==> config.mk <==
export PLATFORM = sky130hd
export DESIGN_NAME = baud_gen
export DESIGN_NICKNAME = d
export VERILOG_FILES = /design/src/rtl/uart_pkg.sv /design/src/rtl/baud_prescaler.sv /design/src/rtl/baud_gen.sv
export SDC_FILE = /design/constraint.sdc
export NUM_CORES = 1
export LEC_CHECK = 0
export BUFFER_PORTS_ARGS = -buffer_cell sky130_fd_sc_hd__buf_2
export CAP_MARGIN = 5
export CORE_MARGIN = 1.5
export CORE_UTILIZATION = 60
export CTS_CLUSTER_SIZE = 25
export DETAILED_ROUTE_END_ITERATION = 16
export PLACE_DENSITY_LB_ADDON = 0.05
export SLEW_MARGIN = 20
export SYNTH_ARGS = -nofsm -noshare
export SYNTH_HDL_FRONTEND = slang
export SYNTH_HIERARCHICAL = 1
export SYNTH_SLANG_ARGS = --single-unit
==> constraint.sdc <==
create_clock -name clk -period 10.5 [get_ports clk]
set_input_delay 1.575 -clock clk [delete_from_list [all_inputs] [get_ports clk]]
set_output_delay 1.575 -clock clk [all_outputs]
set_load 0.02 [all_outputs]
==> src/rtl/uart_pkg.sv <==
// uart_pkg: shared UART baud defaults and a compile-time divisor helper
package uart_pkg;
  localparam int OS_DEF = 16;
  localparam int DIV_DEF = 27;
  function automatic int calc_div(longint clk_hz, longint baud, longint os);
    return int'((clk_hz + baud * os / 2) / (baud * os));
  endfunction
endpackage

==> src/rtl/baud_prescaler.sv <==
// baud_prescaler: divide-by-eff counter emitting a terminal-count pulse
module baud_prescaler #(
  parameter int DIV_W = 16
) (
  input  logic             clk,
  input  logic             rst_n,
  input  logic             en_i,
  input  logic             clr_i,
  input  logic [DIV_W-1:0] eff_i,
  output logic             tc_o
);
  logic [DIV_W-1:0] cnt_q, cnt_d;
  // >= keeps the count bounded if eff shrinks while the counter is paused
  assign tc_o = en_i && (cnt_q >= eff_i - 1'b1);
  always_comb cnt_d = clr_i ? '0 : !en_i ? cnt_q : tc_o ? '0 : cnt_q + 1'b1;
  always_ff @(posedge clk or negedge rst_n)
    if (!rst_n) cnt_q <= '0;
    else cnt_q <= cnt_d;
endmodule

==> src/rtl/baud_gen.sv <==
// baud_gen: programmable baud generator with oversample, mid-bit and bit ticks
module baud_gen
  import uart_pkg::*;
#(
  parameter int DIV_W       = 16,
  parameter int OVERSAMPLE  = OS_DEF,
  parameter int DEFAULT_DIV = DIV_DEF
) (
  input  logic             clk,
  input  logic             rst_n,
  input  logic             en_i,
  input  logic             div_load_i,
  input  logic [DIV_W-1:0] div_in_i,
  input  logic             sync_clr_i,
  output logic             tick_os_o,
  output logic             tick_mid_o,
  output logic             tick_bit_o,
  output logic             baud_clk_o,
  output logic [DIV_W-1:0] div_cur_o
);
  localparam int OW = $clog2(OVERSAMPLE);
  localparam logic [OW-1:0] OS_MID  = OW'(OVERSAMPLE / 2 - 1);
  localparam logic [OW-1:0] OS_END  = OW'(OVERSAMPLE - 1);
  localparam logic [OW-1:0] OS_HALF = OW'(OVERSAMPLE / 2);
  logic [OW-1:0]    os_q, os_d;
  logic [DIV_W-1:0] div_q, div_d, sh_q, sh_d, eff;
  logic             pend_q, pend_d, tos_q, tos_d, tmid_q, tmid_d, tbit_q, tbit_d;
  logic             bclk_q, bclk_d, tc, apply;
  assign eff = (div_q == '0) ? DIV_W'(1) : div_q;
  baud_prescaler #(.DIV_W(DIV_W)) u_pre (
    .clk   (clk),
    .rst_n (rst_n),
    .en_i  (en_i),
    .clr_i (sync_clr_i),
    .eff_i (eff),
    .tc_o  (tc)
  );
  // a new divisor only takes effect on a bit boundary, a resync, or while paused
  always_comb begin
    tos_d  = tc && !sync_clr_i;
    tmid_d = tos_d && (os_q == OS_MID);
    tbit_d = tos_d && (os_q == OS_END);
    os_d   = sync_clr_i ? '0 : tc ? ((os_q == OS_END) ? '0 : os_q + 1'b1) : os_q;
    bclk_d = os_d >= OS_HALF;
    apply  = pend_q && (sync_clr_i || !en_i || tbit_d);
    div_d  = apply ? sh_q : div_q;
    sh_d   = div_load_i ? div_in_i : sh_q;
    pend_d = div_load_i || (pend_q && !apply);
  end
  always_ff @(posedge clk or negedge rst_n)
    if (!rst_n) begin
      os_q   <= '0;
      div_q  <= DIV_W'(DEFAULT_DIV);
      sh_q   <= '0;
      pend_q <= 1'b0;
      tos_q  <= 1'b0;
      tmid_q <= 1'b0;
      tbit_q <= 1'b0;
      bclk_q <= 1'b0;
    end else begin
      os_q   <= os_d;
      div_q  <= div_d;
      sh_q   <= sh_d;
      pend_q <= pend_d;
      tos_q  <= tos_d;
      tmid_q <= tmid_d;
      tbit_q <= tbit_d;
      bclk_q <= bclk_d;
    end
  assign tick_os_o  = tos_q;
  assign tick_mid_o = tmid_q;
  assign tick_bit_o = tbit_q;
  assign baud_clk_o = bclk_q;
  assign div_cur_o  = div_q;
endmodule

==> results of run 1 <==
==> registers in the layout, summed over array words and instances, names as in the netlist <==
signal / cells
tick_os_o: 1
u_pre/cnt_q: 16
baud_clk_o: 1
tick_mid_o: 1
pend_q: 1
os_q: 4
sh_q: 16
tick_bit_o: 1
div_cur_o: 16
==> area by class of cell <==
cell class / instances / area [um2]
Multi-Input combinational cell: 211 / 1649
Fill cell: 416 / 1490
Sequential cell: 57 / 1431
Timing Repair Buffer: 41 / 207.7
Clock buffer: 11 / 141.4
Clock inverter: 5 / 102.6
Tap cell: 70 / 87.58
Inverter: 8 / 30.03
==> power breakdown <==
part | leakage, uW | internal [uW] | total [uW] | switching (uW)
Clock | 0.000120 | 164 | 251 | 87.3
Combinational | 0.000838 | 55.0 | 113 | 58.3
Sequential | 0.000715 | 241 | 266 | 24.9
==> path summary, 6_finish.rpt <==
kind / endpoint / depth (start not counted) / start / slack [ps]
setup / recovery: div_cur_o[11] / 16 / div_cur_o[4] / 5610
hold / removal: sh_q[11] / 1 / sh_q[11] / 510
setup reg to reg: div_cur_o[11] / 16 / div_cur_o[4] / 5610
hold reg to reg: sh_q[11] / 1 / sh_q[11] / 510
max in group asynchronous: sh_q[1] / 2 / rst_n / 8650
min in group asynchronous: u_pre/cnt_q[5] / 2 / rst_n / 1370
==> synth_stat cells, types with 2 or more instances <==
cell type  count  area share (%)
xor2_1         5             1.4
or3_1          5            0.97
xnor2_1       10             2.7
a31oi_1       19             3.7
or4_1          5             1.2
or3_2          2            0.46
a21oi_1        8             1.2
ha_1          19             7.4
clkbuf_1      18             2.1
inv_1          8            0.93
o31ai_1        2            0.46
nand2_1       16             1.9
a22o_1         3            0.81
a21o_1         2            0.46
buf_2          4            0.62
mux2_2        22             7.7
nand2b_1       2            0.39
and3_1         5            0.97
nor2_1        20             2.3
nor4_1         7             1.4
mux2_4        10             4.6
nand3_1        9             1.4
dfstp_2        4             3.3
o311a_2        2            0.70
nand4_1        2            0.39
mux2i_1        2            0.62
dfrtp_1       53              41
nor2b_1        4            0.77
nor3_1         8             1.2
o21ai_0        6            0.93
==> critical path, cell delays in order, from the launching register on <==
cell and delay, ps:
dfstp_2 580, nor4_1 70, a41o_1 250, inv_1 100
ha_1 210, nand2_1 130, or4_1 520, nor4_1 250
xnor2_1 160, ha_1 260, nor2b_1 140, o21ai_0 230
nand4_2 350, and2_2 380, and4_4 220, o21ai_4 520
mux2_2 400
==> per-stage QoR <==
step	std cells	hold slack [ps]	cell area [um2]	utilization [%]
final	403	507.1	3650	71.01
after global routing	403	522.7	3650	71.01
after CTS	403	510.2	3650	71.01
after detailed placement	387	494.2	3406	66.26
after global placement	387	487.2	3406	66.26
after floorplan	300	476.6	3229	-
==> metal layers <==
metal,GRT usage [%],part of all wire (%),vias up
li1,-,-,1147
met1,32.33,48,1168
met2,36.88,47,50
met3,4.910,3.5,11
met4,10.74,1.6,0
met5,0,0,-
==> cell families (layout without fill, tap and decap cells) <==
| group | after synthesis | count (layout) | share of synthesized area, % |
|---|---|---|---|
| compound gates | 50 | 50 | 11.04 |
| xor+xnor | 15 | 15 | 4.068 |
| fa+ha+maj | 19 | 19 | 7.362 |
| buf+inv | 32 | 65 | 4.611 |
| flops | 57 | 57 | 44.32 |
| mux | 34 | 34 | 12.94 |
| simple gates | 93 | 93 | 15.65 |
==> results by group, run 1 <==
Floorplan
  – Die area: 0.005832 mm2
  – # IOs: 41
  – Core area: 0.005140 mm2
  – Die Ht: 76.37 um
  – Chip width: 76.37 um
  – Initial core utilization: 62.83%
  – Row count: 26

Timing
  – Clock skew: 5.847 ps
  – Setup Viol. Count Final: 0
  – TNS Setup: 0 ps
  – Fin. Hold Viols: 0
  – Achievable Freq: 0.2043 GHz
  – Final Max Tran Viols: 0
  – RSZ-0062 raised after global routing: no
  – Tcrit/Tclk final: 46.61%
  – Post-route minimum period: 4894 ps
  – Final WS setup: 5606 ps
  – Slew @ Worst Pin: 706.3 ps
  – Slew Limit Headroom: 52.91%

Logic synthesis
  – Post-Syn Area: 0.003229 mm2
  – Post-synthesis sequential area ratio: 44.32%
  – Ys flop type: dfrtp_1
  – Synth Register Bits: 57
  – Yosys warns: 6
  – Yosys cell types: 48
  – Post-synthesis async set-or-reset flop share: 100.0%
  – Synthesized Nets: 340
  – Post-Syn Instances: 300
  – Synthesized area per cell: 10.76 um2
  – Post-synth EDFFs: 0

Clock network
  – Clock transition at path regs: 60 ps
  – Post-CTS Setup Repair Bufs: 0
  – Worst skew pair latency: 330 ps
  – CTS tree: yes
  – Root buffer cell: clkbuf_8
  – Clock Path Buffers: 2
  – # hold bufs at CTS: 0
  – CTS H-tree lvls: 3
  – Post-CTS sizing: 0
  – CTS buffer count: 9
  – CTS sink count: 57

Placed design
  – HPWL after detailed placement: 4390 um
  – Worst slack, placed: 5678 ps
  – Routability Congestion: 0.8655
  – I/O Buffers: 40

Final layout
  – Most frequent cells in the layout: 53 x dfrtp_1, 40 x buf_2, 22 x mux2_2, 20 x nor2_1
  – Layout cells sized above 1: 31.83%
  – P&R area growth vs syn: 13.02%
  – Commonest non-fill, non-tap cell in the layout: dfrtp_1
  – Nets: 368
  – Antenna fix cells: 0

Global routing
  – All-Layer GR Usage: 23.80%
  – Vias in the first global route: 2274
  – Global-route wire length before repair: 10910 um
  – Initial antenna violation count: 0
  – Global route overflow: 0
  – Largest net degree at the start of global routing: 58

Power and ir drop
  – Pwr Total: 630.1 uW
  – Power Density: 172.7 mW/mm2
  – Maximum VDD drop: 0.0001116 V
  – P_leak: 0.001673 uW

Worst hold path
  – Min-Delay Path Class: reg -> reg

Drt
  – Residual DRC: 0
  – DRT iter0 DRCs: 138
  – Post-detailed-route wirelength per cell: 15.64 um
  – Vias per cell: 5.896
  – Final wirelength: 6304 um
  – Routed Antenna Nets: 0
  – Vias: 2376
  – Total iterations of the first detailed-routing run: 4

Flow run
  – Max Cap Viol: 0

Critical path
  – Critical Path Start Type: register
  – Req. time, crit path: 10710 ps
  – Nature of the critical path endpoint: register
  – Worst setup path class: reg -> reg
  – Crit path DAT: 5110 ps
  – Worst-path fanout max: 16

Status
  – Status: finished, final reports clean
Note: power is estimated with default switching activity, not from simulation.
==> run 2, diff against run 1 <==
CORE_UTILIZATION = 58   (was 60)
clock period = 4.75 ns   (was 10.5 ns; I/O delays follow)
==> run 2 against run 1 <==
Utilization down 1.0 points. Sequential power up 120%. First-iteration DRC count rose by 13%. Cell area up 0.41%. Via count is 0.38% lower. Hold slack got worse by 3.3 ps. Flip-flop and latch count unchanged. Fmax is 9.0% higher.
==> results by group, run 2 (synthesized netlist as in run 1, its figures left out) <==
Final layout
  – Final core occ: 69.97%
  – Nets: 370
  – Most frequent cells in the layout: 53 x dfrtp_1, 40 x buf_2, 22 x mux2_2, 20 x nor2_1
  – Antenna fix cells: 0
  – Commonest non-fill, non-tap cell in the layout: dfrtp_1
  – P&R area growth vs syn: 13.48%
  – Finished Layout Cells: 405
  – Layout cells sized above 1: 32.84%

Clock network
  – # hold bufs at CTS: 0
  – Clock Path Buffers: 2
  – CTS buffer count: 9
  – Clock transition at path regs: 70 ps
  – Worst skew pair latency: 330 ps
  – Root buffer cell: clkbuf_8
  – CTS tree: yes
  – CTS H-tree lvls: 3
  – CTS sink count: 57
  – Post-CTS Setup Repair Bufs: 0

Global routing
  – Global-route wire length before repair: 10770 um
  – Global route overflow: 0
  – Initial antenna violation count: 0
  – Vias in the first global route: 2384
  – Largest net degree at the start of global routing: 58
  – All-Layer GR Usage: 23.21%

Drt
  – Routed Antenna Nets: 0
  – Post-detailed-route wirelength per cell: 15.78 um
  – Vias: 2367
  – Vias per cell: 5.844
  – Total iterations of the first detailed-routing run: 4
  – Final wirelength: 6391 um
  – DRT iter0 DRCs: 156
  – Residual DRC: 0

Status
  – Status: finished, final reports clean

Floorplan
  – Chip width: 77.62 um
  – # IOs: 41
  – Core area: 0.005238 mm2
  – Die area: 0.006024 mm2
  – Initial core utilization: 61.66%
  – Die Ht: 77.62 um
  – Row count: 26

Critical path
  – Worst setup path class: reg -> reg
  – Critical Path Start Type: register
  – Worst reg2reg path depth: 18
  – R2r startpoint: div_cur_o[4]
  – Critical Path Sink: div_cur_o[6]
  – Nature of the critical path endpoint: register
  – Worst setup path startpoint: div_cur_o[4]
  – Req. time, crit path: 4970 ps
  – R2R setup slack: 260 ps
  – Worst-path fanout max: 16
  – Reg2Reg Capture Point: div_cur_o[6]
  – Crit path DAT: 4710 ps

Placed design
  – I/O Buffers: 40
  – DP Cell Count: 389
  – Routability Congestion: 0.8097
  – Worst slack, placed: 267.9 ps
  – HPWL after detailed placement: 4479 um

Power and ir drop
  – Maximum VDD drop: 0.0002908 V
  – Seq pwr share: 42.7%
  – Pint: 993.7 uW
  – Switching Power: 380.4 uW
  – Combinational share of power: 18.7%
  – Switching share of power: 27.68%
  – P_leak: 0.001686 uW
  – Power Density: 375.0 mW/mm2
  – Clock power frac: 38.6%

Timing
  – Slew Limit Headroom: 52.72%
  – Slew @ Worst Pin: 709.2 ps
  – Fin. Hold Viols: 0
  – Worst hold slack: 503.9 ps
  – TNS Setup: 0 ps
  – Achievable Freq: 0.2228 GHz
  – Setup Viol. Count Final: 0
  – RSZ-0062 raised after global routing: no
  – Final Max Tran Viols: 0
  – Post-route minimum period: 4489 ps
  – Clock skew: 5.998 ps
  – Tcrit/Tclk final: 94.51%
  – Final WS setup: 260.9 ps

Flow run
  – Max Cap Viol: 0

Worst hold path
  – Min-Delay Path Class: reg -> reg
[run 2: changes by cell type in the layout (fill, tap and decap cells not counted), sizes merged]
| cell | delta |
|---|---|
| clkinv | +1 |
| clkinvlp | -1 |
| bufinv | -1 |
| clkbuf | +1 |
| buf | +2 |
[run 2: worst min-delay path by stage]
| stage | startpoint | end | slack (ps) | cells past startpoint |
|---|---|---|---|---|
| 2_1_floorplan | rst_n | baud_clk_o | 420 | 0 |
| 3_3_place_gp | sh_q[13] | div_cur_o[13] | 490 | 1 |
| 3_5_place_dp | sh_q[5] | div_cur_o[5] | 490 | 1 |
| 4_1_cts | sh_q[5] | div_cur_o[5] | 510 | 1 |
| 5_1_grt | sh_q[5] | div_cur_o[5] | 520 | 1 |
| 6_report | sh_q[7] | div_cur_o[7] | 500 | 1 |
[run 2: what timing repair did]
| action | in CTS | in global routing |
|---|---|---|
| endpoints found under the setup margin | 0 | 13 |
| hold endpoints to repair | 0 | 0 |
| gates resized for setup | 0 | 1 |
[run 2: layout make-up]
cell class                      instances  area [um2]
Multi-Input combinational cell        211        1654
Fill cell                             405        1573
Sequential cell                        57        1431
Timing Repair Buffer                   43       222.7
Clock buffer                           12       165.2
Tap cell                               70       87.58
Clock inverter                          4       73.82
Inverter                                8       30.03
[run 2: power by group through the flow]
| stage | Sequential, uW | Combinational [uW] | Clock (uW) |
|---|---|---|---|
| finish | 587 | 256 | 531 |
| global route | 594 | 282 | 566 |
| CTS | 587 | 257 | 541 |
| detailed placement | 596 | 256 | 0 |
| global placement | 594 | 246 | 0 |
| floorplan | 602 | 178 | 0 |
[run 2: per-layer routing]
metal	up-vias	GRT usage, %	wire (um)
met5	-	0	0
met4	0	11.45	109
met3	8	4.706	273
met2	61	36.96	3031
met1	1146	30.08	2976
li1	1152	-	-
[run 2: metrics by stage]
step / power, uW / cell area (um2)
floorplan: 779.5 / 3229
global placement: 840.8 / 3421
detailed placement: 851.4 / 3421
CTS: 1385 / 3660
global route: 1442 / 3665
finish: 1374 / 3665
[run 2: worst max-delay path, stage by stage (launching register included)]
cell	delay (ps)
dfstp_2	570
nor4_1	60
a41o_1	230
inv_1	100
ha_1	230
nand2_1	140
or4_1	520
nor4_1	250
xnor2_1	120
ha_1	300
nand4_1	140
nor3_2	300
o311ai_2	210
nand4_2	110
and2_2	220
and4_4	260
o21ai_4	50
buf_4	220
mux2_4	320
==> run 3, diff against run 2 <==
CORE_UTILIZATION = 52   (was 58)
clock period = 3.76 ns   (was 4.75 ns; I/O delays follow)
==> run 3 against run 2 <==
The run now ends with negative setup slack left. Largest cell class unchanged. Utilization down 2.9 points. Die area up 11%. Sequential power up 21%.
==> results by group, run 3 (synthesized netlist as in run 1, its figures left out) <==
Timing
  – Final Max Tran Viols: 0
  – Slew Limit Headroom: 42.03%
  – Clock skew: 9.030 ps
  – Post-route minimum period: 3803 ps
  – Fin. Hold Viols: 0
  – Achievable Freq: 0.2629 GHz
  – RSZ-0062 raised after global routing: yes
  – Tcrit/Tclk final: 101.1%
  – Setup Viol. Count Final: 15
  – Slew @ Worst Pin: 869.6 ps
  – Final WS setup: -43.02 ps

Critical path
  – Req. time, crit path: 3980 ps
  – Nature of the critical path endpoint: register
  – R2R setup slack: -40 ps
  – Worst setup path class: reg -> reg
  – Worst-path fanout max: 8
  – Crit path DAT: 4030 ps
  – Critical Path Start Type: register

Drt
  – Vias per cell: 5.608
  – Post-detailed-route wirelength per cell: 16.33 um
  – DRT iter0 DRCs: 137
  – Final wirelength: 7168 um
  – Total iterations of the first detailed-routing run: 6
  – Residual DRC: 0
  – Routed Antenna Nets: 0
  – Vias: 2462

Status
  – Failing checks: negative setup slack
  – Status: finished with violations

Placed design
  – HPWL after detailed placement: 4946 um
  – DP Cell Count: 418
  – I/O Buffers: 40
  – Routability Congestion: 0.8313
  – Worst slack, placed: -125.3 ps

Global routing
  – Vias in the first global route: 2345
  – Initial antenna violation count: 0
  – Largest net degree at the start of global routing: 39
  – Global route overflow: 0
  – All-Layer GR Usage: 22.79%
  – Global-route wire length before repair: 11390 um

Clock network
  – CTS buffer count: 9
  – Worst skew pair latency: 340 ps
  – Clock transition at path regs: 70 ps
  – CTS sink count: 57
  – Clock Path Buffers: 2
  – Root buffer cell: clkbuf_8
  – CTS H-tree lvls: 3
  – CTS tree: yes

Flow run
  – Max Cap Viol: 0

Floorplan
  – # IOs: 41
  – Chip width: 81.81 um
  – Core area: 0.005956 mm2
  – Die Ht: 81.81 um
  – Die area: 0.006692 mm2
  – Row count: 28
  – Initial core utilization: 54.22%

Final layout
  – Nets: 399
  – Final core occ: 67.06%
  – Layout cells sized above 1: 42.86%
  – Commonest non-fill, non-tap cell in the layout: dfrtp_1
  – Most frequent cells in the layout: 53 x dfrtp_1, 40 x buf_2, 29 x buf_4, 22 x mux2_2, 19 x a31oi_1
  – Antenna fix cells: 0
  – Finished Layout Cells: 439
  – P&R area growth vs syn: 23.67%

Worst hold path
  – Min-Delay Path Class: in -> async

Power and ir drop
  – P_leak: 0.001837 uW
  – Power Density: 443.1 mW/mm2
  – Maximum VDD drop: 0.0003046 V
[run 3: through the flow]
stage / setup TNS (ps) / cell area [um2] / hold WS, ps / power [uW]
6_report: -384.8 / 3994 / 327.8 / 1770
5_1_grt: -2690 / 3994 / 409.2 / 1852
4_1_cts: -965.2 / 3930 / 366.7 / 1764
3_5_place_dp: -1441 / 3650 / 496.9 / 1149
3_3_place_gp: -572.5 / 3650 / 491.6 / 1137
2_1_floorplan: -5379 / 3259 / 268.4 / 991.3
[run 3: timing repair]
action | 4_1_cts | 5_1_grt
gates resized for setup | 10 | 10
hold buffers | 0 | 0
hold endpoints to repair | 0 | 0
gates cloned | 1 | 0
setup buffers | 1 | 3
setup endpoints to repair | 18 | 19
pin swaps | 13 | 13
[run 3: metal layers]
| layer | share of wire, % | vias to the layer above | GRT usage, % |
|---|---|---|---|
| li1 | - | 1201 | - |
| met1 | 47 | 1197 | 31.17 |
| met2 | 48 | 55 | 35.25 |
| met3 | 4.2 | 9 | 6.333 |
| met4 | 0.91 | 0 | 6.610 |
| met5 | 0 | - | 0 |
[run 3: report_power, final]
group | switching [uW] | internal, uW
clock network | 254 | 342
registers | 38.9 | 672
logic | 233 | 229
[run 3: worst paths after layout]
| kind | start | endpoint | depth (start not counted) |
|---|---|---|---|
| setup / recovery | div_cur_o[1] | div_cur_o[2] | 17 |
| setup reg to reg | div_cur_o[1] | div_cur_o[2] | 17 |
| max in group asynchronous | rst_n | div_cur_o[4] | 2 |
| min in group clk | div_in_i[9] | sh_q[9] | 2 |
| hold / removal | rst_n | u_pre/cnt_q[3] | 1 |
| hold reg to reg | sh_q[11] | sh_q[11] | 1 |
[run 3: final cells by class]
cell class	instances	area, um2
clock inverter	4	51.30
inverter	8	30.03
tap	75	93.84
multi-input combinational	211	1758
clock buffer	12	155.1
timing repair buffer	72	474.2
fill	475	1962
sequential	57	1431
[run 3: critical path, cell delays in order (launching register included)]
cell and delay (ps):
dfstp_2 530, nor4_1 50, a41o_1 250, nor2_2 130, nand2_1 90, or4_4 440, buf_6 150, xor2_2 140
ha_1 290, a21oi_1 130, o21a_1 130, o21ba_2 130, nand4_2 110, and2_4 170, and4_4 200, o21ai_4 230
clkbuf_16 210, mux2_4 290
